`src/rtl/multibyte_add_ctrl.sv`:
```
// multibyte_add_ctrl
//   Arbitrates two requesters onto one shared 8-bit carry-select adder and
//   performs each NBYTES-wide add as NBYTES byte-serial passes, LSB first.
//   The inter-byte carry is held in a register between passes.
//
// CarrySelect8bit (helper, same file)
//   a, b    in  8  operand bytes
//   cin     in  1  carry-in
//   sum     out 8  sum byte
//   cout    out 1  carry-out
//
// multibyte_add_ctrl ports (W = 8*NBYTES)
//   clk, rst_n                 clock, async active-low reset
//   reqX_valid/ready           requester X handshake (ready is combinational)
//   reqX_a, reqX_b, reqX_cin   requester X operands, sampled at handshake only
//   res_valid/ready            result handshake
//   res_sum, res_cout, res_ovf sum, unsigned carry-out, signed overflow
//   res_id                     requester that owns the result

module CarrySelect8bit (
  input  logic [7:0] a,
  input  logic [7:0] b,
  input  logic       cin,
  output logic [7:0] sum,
  output logic       cout
);

  logic [4:0] lo;
  logic [4:0] hi_c0;
  logic [4:0] hi_c1;

  // Upper nibble is precomputed for both possible carries and picked by the
  // lower nibble's carry-out.
  always_comb begin
    lo    = {1'b0, a[3:0]} + {1'b0, b[3:0]} + {4'b0000, cin};
    hi_c0 = {1'b0, a[7:4]} + {1'b0, b[7:4]};
    hi_c1 = {1'b0, a[7:4]} + {1'b0, b[7:4]} + 5'd1;
    sum[3:0] = lo[3:0];
    if (lo[4]) begin
      sum[7:4] = hi_c1[3:0];
      cout     = hi_c1[4];
    end else begin
      sum[7:4] = hi_c0[3:0];
      cout     = hi_c0[4];
    end
  end

endmodule

module multibyte_add_ctrl #(
  parameter int unsigned NBYTES = 4
) (
  input  logic                clk,
  input  logic                rst_n,
  input  logic                req0_valid,
  output logic                req0_ready,
  input  logic [8*NBYTES-1:0] req0_a,
  input  logic [8*NBYTES-1:0] req0_b,
  input  logic                req0_cin,
  input  logic                req1_valid,
  output logic                req1_ready,
  input  logic [8*NBYTES-1:0] req1_a,
  input  logic [8*NBYTES-1:0] req1_b,
  input  logic                req1_cin,
  output logic                res_valid,
  input  logic                res_ready,
  output logic [8*NBYTES-1:0] res_sum,
  output logic                res_cout,
  output logic                res_ovf,
  output logic                res_id
);

  localparam int unsigned W  = 8 * NBYTES;
  localparam int unsigned CW = $clog2(NBYTES);
  localparam logic [CW-1:0] CNT_LAST = CW'(NBYTES - 1);

  typedef enum logic [1:0] {
    S_IDLE,
    S_RUN,
    S_DONE
  } state_t;

  state_t        state_q, state_d;
  logic [CW-1:0] cnt_q, cnt_d;
  logic          carry_q, carry_d;
  logic          last_grant_q, last_grant_d;
  logic          id_q, id_d;
  logic [W-1:0]  a_q, a_d;
  logic [W-1:0]  b_q, b_d;
  logic [W-1:0]  res_sum_q, res_sum_d;
  logic          res_cout_q, res_cout_d;
  logic          res_ovf_q, res_ovf_d;
  logic          res_id_q, res_id_d;

  logic          grant;
  logic          hs0, hs1;
  logic [7:0]    add_a, add_b, add_sum;
  logic          add_cout;

  CarrySelect8bit u_adder (
    .a    (add_a),
    .b    (add_b),
    .cin  (carry_q),
    .sum  (add_sum),
    .cout (add_cout)
  );

  always_comb begin
    add_a = a_q[8*cnt_q +: 8];
    add_b = b_q[8*cnt_q +: 8];
  end

  // Round-robin only matters when both are valid; a lone requester always wins.
  always_comb begin
    grant = 1'b0;
    if (req0_valid && req1_valid) begin
      grant = ~last_grant_q;
    end else if (req1_valid) begin
      grant = 1'b1;
    end
  end

  // rst_n gates ready so no handshake can be seen while reset is asserted.
  always_comb begin
    req0_ready = rst_n && (state_q == S_IDLE) && !grant && req0_valid;
    req1_ready = rst_n && (state_q == S_IDLE) &&  grant && req1_valid;
    hs0        = req0_ready;
    hs1        = req1_ready;
  end

  always_comb begin
    state_d      = state_q;
    cnt_d        = cnt_q;
    carry_d      = carry_q;
    last_grant_d = last_grant_q;
    id_d         = id_q;
    a_d          = a_q;
    b_d          = b_q;
    res_sum_d    = res_sum_q;
    res_cout_d   = res_cout_q;
    res_ovf_d    = res_ovf_q;
    res_id_d     = res_id_q;

    unique case (state_q)
      S_IDLE: begin
        if (hs0) begin
          a_d          = req0_a;
          b_d          = req0_b;
          carry_d      = req0_cin;
          id_d         = 1'b0;
          last_grant_d = 1'b0;
          cnt_d        = '0;
          state_d      = S_RUN;
        end else if (hs1) begin
          a_d          = req1_a;
          b_d          = req1_b;
          carry_d      = req1_cin;
          id_d         = 1'b1;
          last_grant_d = 1'b1;
          cnt_d        = '0;
          state_d      = S_RUN;
        end
      end

      S_RUN: begin
        res_sum_d[8*cnt_q +: 8] = add_sum;
        carry_d                 = add_cout;
        if (cnt_q == CNT_LAST) begin
          // Counter parks at zero so it never exceeds NBYTES-1.
          cnt_d      = '0;
          res_cout_d = add_cout;
          res_ovf_d  = (a_q[W-1] == b_q[W-1]) && (add_sum[7] != a_q[W-1]);
          res_id_d   = id_q;
          state_d    = S_DONE;
        end else begin
          cnt_d = cnt_q + 1'b1;
        end
      end

      S_DONE: begin
        if (res_ready) begin
          state_d = S_IDLE;
        end
      end

      default: begin
        state_d = S_IDLE;
      end
    endcase
  end

  always_ff @(posedge clk or negedge rst_n) begin
    if (!rst_n) begin
      state_q      <= S_IDLE;
      cnt_q        <= '0;
      carry_q      <= 1'b0;
      last_grant_q <= 1'b1;
      id_q         <= 1'b0;
      a_q          <= '0;
      b_q          <= '0;
      res_sum_q    <= '0;
      res_cout_q   <= 1'b0;
      res_ovf_q    <= 1'b0;
      res_id_q     <= 1'b0;
    end else begin
      state_q      <= state_d;
      cnt_q        <= cnt_d;
      carry_q      <= carry_d;
      last_grant_q <= last_grant_d;
      id_q         <= id_d;
      a_q          <= a_d;
      b_q          <= b_d;
      res_sum_q    <= res_sum_d;
      res_cout_q   <= res_cout_d;
      res_ovf_q    <= res_ovf_d;
      res_id_q     <= res_id_d;
    end
  end

  always_comb begin
    res_valid = (state_q == S_DONE);
    res_sum   = res_sum_q;
    res_cout  = res_cout_q;
    res_ovf   = res_ovf_q;
    res_id    = res_id_q;
  end

endmodule
```
`config.mk`:
```
export PLATFORM = sky130hd
export DESIGN_NAME = multibyte_add_ctrl
export DESIGN_NICKNAME = d
export VERILOG_FILES = /design/src/rtl/multibyte_add_ctrl.sv
export SDC_FILE = /design/constraint.sdc
export NUM_CORES = 1
export LEC_CHECK = 0
export CORE_ASPECT_RATIO = 0.8
export CORE_MARGIN = 2
export CORE_UTILIZATION = 42
export DETAILED_ROUTE_END_ITERATION = 10
export PLACE_DENSITY = 0.75
export SLEW_MARGIN = 20
export SYNTH_ARGS = -nofsm -noshare
export SYNTH_HDL_FRONTEND = slang
export SYNTH_SLANG_ARGS = --single-unit
```
`constraint.sdc`:
```
create_clock -name clk -period 3.1 [get_ports clk]
set_clock_uncertainty 0.05 [all_clocks]
set_input_delay 0.31 -clock clk [delete_from_list [all_inputs] [get_ports clk]]
set_output_delay 0.31 -clock clk [all_outputs]
set_load 0.01 [all_outputs]
```
==> metrics.cfg <==
[synth]
synth_cell_types=42
seq_area_frac_synth_pct=49.3
synth_edf_count=0
ys_ff_latch=106
async_flop_share_pct=100
synth_top_flop_cell=dfrtp_1
syn_nets=709
synth_cells=557
avgSynthCellArea_um2=9.66
yosys_warnings=0
netlist_area_um2=5380
synthTopCellsByArea=dfrtp_1 49%, nand2_1 10%, a31oi_1 7.6%, mux4_2 6.7%, nor2_1 4.8%
synth_top_area_share_pct=48.8
synth_top_area_cell=dfrtp_1

[timing]
worst_slack_ns=0.138
setup_violations=0
max_freq_ghz=0.338
finalCritPeriodShare_pct=95.5
worst_pin_slew_ns=0.762
final_max_slew_viol_count=0
finalHoldViolations=0
fin_tns_setup_ns=0
timing.slew.headroom_pct=48.8
rsz0062_at_grt=false
fin_hold_ws_ns=0.0260
final.min_clock_period_ns=2.96

[setup_path]
cpPeakStageDelay_ns=0.53
critical_path_buf_inv_count=1
reg2reg_depth=9
timing.rr.end=res_ovf$_DFFE_PN0P_
start_kind=flip-flop
cp_top_family=adder cells
r2r-start=cnt_q[0]$_DFFE_PN0P_
r2r_slack_ns=0.14
cp-end-kind=flip-flop
cp_data_arrival_time_ns=3.15
crit_fanout=9
crit_required_ns=3.29
slowest_stage=mux4_2
path_class=flip-flop to flip-flop
cp_common_cell=fa_1
path_cells=buf_12, mux4_2, fa_1, fa_1, nand3_2, a2111oi_4, xnor3_2, mux2i_1, o21ai_1

[global_route]
grt_pass1_vias=4800
grt_pass1_wl_um=24400
grt_max_degree=70
overflow=0
antenna_found_initial=0
gr-usage-all-layers_pct=23.2

[placement]
place_ws_ns=-0.0487
numPortBuffers=172
place_hpwl_um=11800
gp_congestion=0.868
postPlaceCellArea_um2=7270

[layout]
area_growth_pct=42.0
multiInputGateArea_um2=2540
antenna_cells=0
nFillCells=1020
mostFrequentLayoutCell=clkdlybuf4s50_1
nNetsFinal=872
final_area_um2=7640
final_layout_size_suffix_gt1_share_pct=8.69
seqCellArea_um2=2650
post-route-util_pct=61.9
final_cell_mix=171 x clkdlybuf4s50_1, 147 x nand2_1, 105 x dfrtp_1

[route]
avgViaCountPerCell=5.30
drt_iter0_drc=312
ant_nets=0
first_pass_iters=5
route.detailed.drc=0
vias=4750
wl_um=15100
wire_per_inst_um=16.9

[cts]
tritoncts=built
cts_buffers=9
cts_buffer_depth=2
clkSinkCount=106
cts.hold.buffers_added=0
clk_latency_ns=0.35
clk_root_buffer_cell=clkbuf_16
path_clk_slew_ns=0.07
htreeDepth=3

[power]
ir_drop_uv=700
power.leakage_nw=3.21
p_per_area_nw_per_um2=1120

[floorplan]
die_h_um=105
fp.dieArea_um2=13700
start_util_pct=43.6
core_um2=12300
die_w_um=131
ioPinCount=173
rows=36

[run_status]
status=finished clean

[worst_hold_path]
hold_path.class=input pin to async pin

[run]
maxCapViolCount=0

[worst max-delay path by stage]
| stage | from | end | cells past startpoint |
|---|---|---|---|
| 2_1_floorplan | cnt_q[0]$_DFFE_PN0P_ | res_ovf$_DFFE_PN0P_ | 9 |
| 3_3_place_gp | cnt_q[0]$_DFFE_PN0P_ | res_ovf$_DFFE_PN0P_ | 9 |
| 3_5_place_dp | cnt_q[0]$_DFFE_PN0P_ | res_ovf$_DFFE_PN0P_ | 9 |
| 4_1_cts | cnt_q[0]$_DFFE_PN0P_ | res_ovf$_DFFE_PN0P_ | 9 |
| 5_1_grt | cnt_q[0]$_DFFE_PN0P_ | res_cout$_DFFE_PN0P_ | 12 |
| 6_report | cnt_q[0]$_DFFE_PN0P_ | res_ovf$_DFFE_PN0P_ | 9 |
[area by class of cell]
type,count,area share (%)
flip-flops and latches,106,34.7
multi-input cells,405,33.2
repair buffers,185,24.4
clock buffers,11,3.18
well taps,171,2.80
clock inverters,5,1.02
inverters,13,0.639
[sequential cells by signal, summed over array words and instances, names as in the netlist]
name / flops
res_id: 1
res_sum: 32
cnt_q: 2
state_q: 2
a_q: 32
res_ovf: 1
last_grant_q: 1
carry_q: 1
res_cout: 1
id_q: 1
b_q: 32
[logic make-up after synthesis]
group                      share of synthesized area (%)
and+or+nand+nor                                     18.5
adders and majority gates                           4.37
xor gates and xnor gates                            1.53
buffers and inverters                               4.02
DFF                                                 49.3
muxes                                               7.49
AOI/OAI and AO/OA                                   14.8
[report_power, final]
group          internal [mW]  switching (mW)  leakage, nW  total (mW)
Clock                  0.727           0.492        0.156        1.22
Combinational           2.25            2.61         1.79        4.87
Sequential              2.00           0.461         1.27        2.46
[stage by stage]
step / power, mW / instances
after floorplan: 5.56 / 557
after global placement: 7.00 / 877
after detailed placement: 7.19 / 877
after CTS: 8.44 / 893
after global routing: 9.18 / 896
final: 8.54 / 896
[repair_timing]
action                                 CTS  global route
setup endpoints to repair                1            18
setup buffers                            0             3
endpoints found under the hold margin    0             0
resized for setup                        1             4
[synthesized netlist by cell type, types with 3 or more instances]
cell type and count:
nand2_1 147, dfrtp_1 105, nor2_1 69, a31oi_1 65
a22o_1 20, o21ai_0 17, mux4_2 16, buf_2 14
ha_1 14, inv_1 13, clkbuf_1 12, a21oi_1 7
buf_4 7, nand3_1 5, a21o_1 4, nand2b_1 4
xnor2_1 4, and2_1 3, fa_1 3
[worst reg2reg max path: cells and delay by family (launching register included)]
family | cells | cell delay (ns)
muxes | 2 | 0.73
buffers and inverters | 1 | 0.15
AOI/OAI and AO/OA | 2 | 0.16
and+or+nand+nor | 1 | 0.15
adders and majority gates | 2 | 0.90
xor gates and xnor gates | 1 | 0.31
DFF | 1 | 0.39
[per-layer routing]
metal / track usage [%] / vias to the layer above / part of all wire, %
met1: 32.5 / 2278 / 45
met3: 5.13 / 23 / 6.9
met4: 7.75 / 0 / 1.8
met2: 35.9 / 194 / 46
met5: 0 / - / 0
li1: - / 2255 / -
No activity file was read; power rests on OpenSTA's default activity.
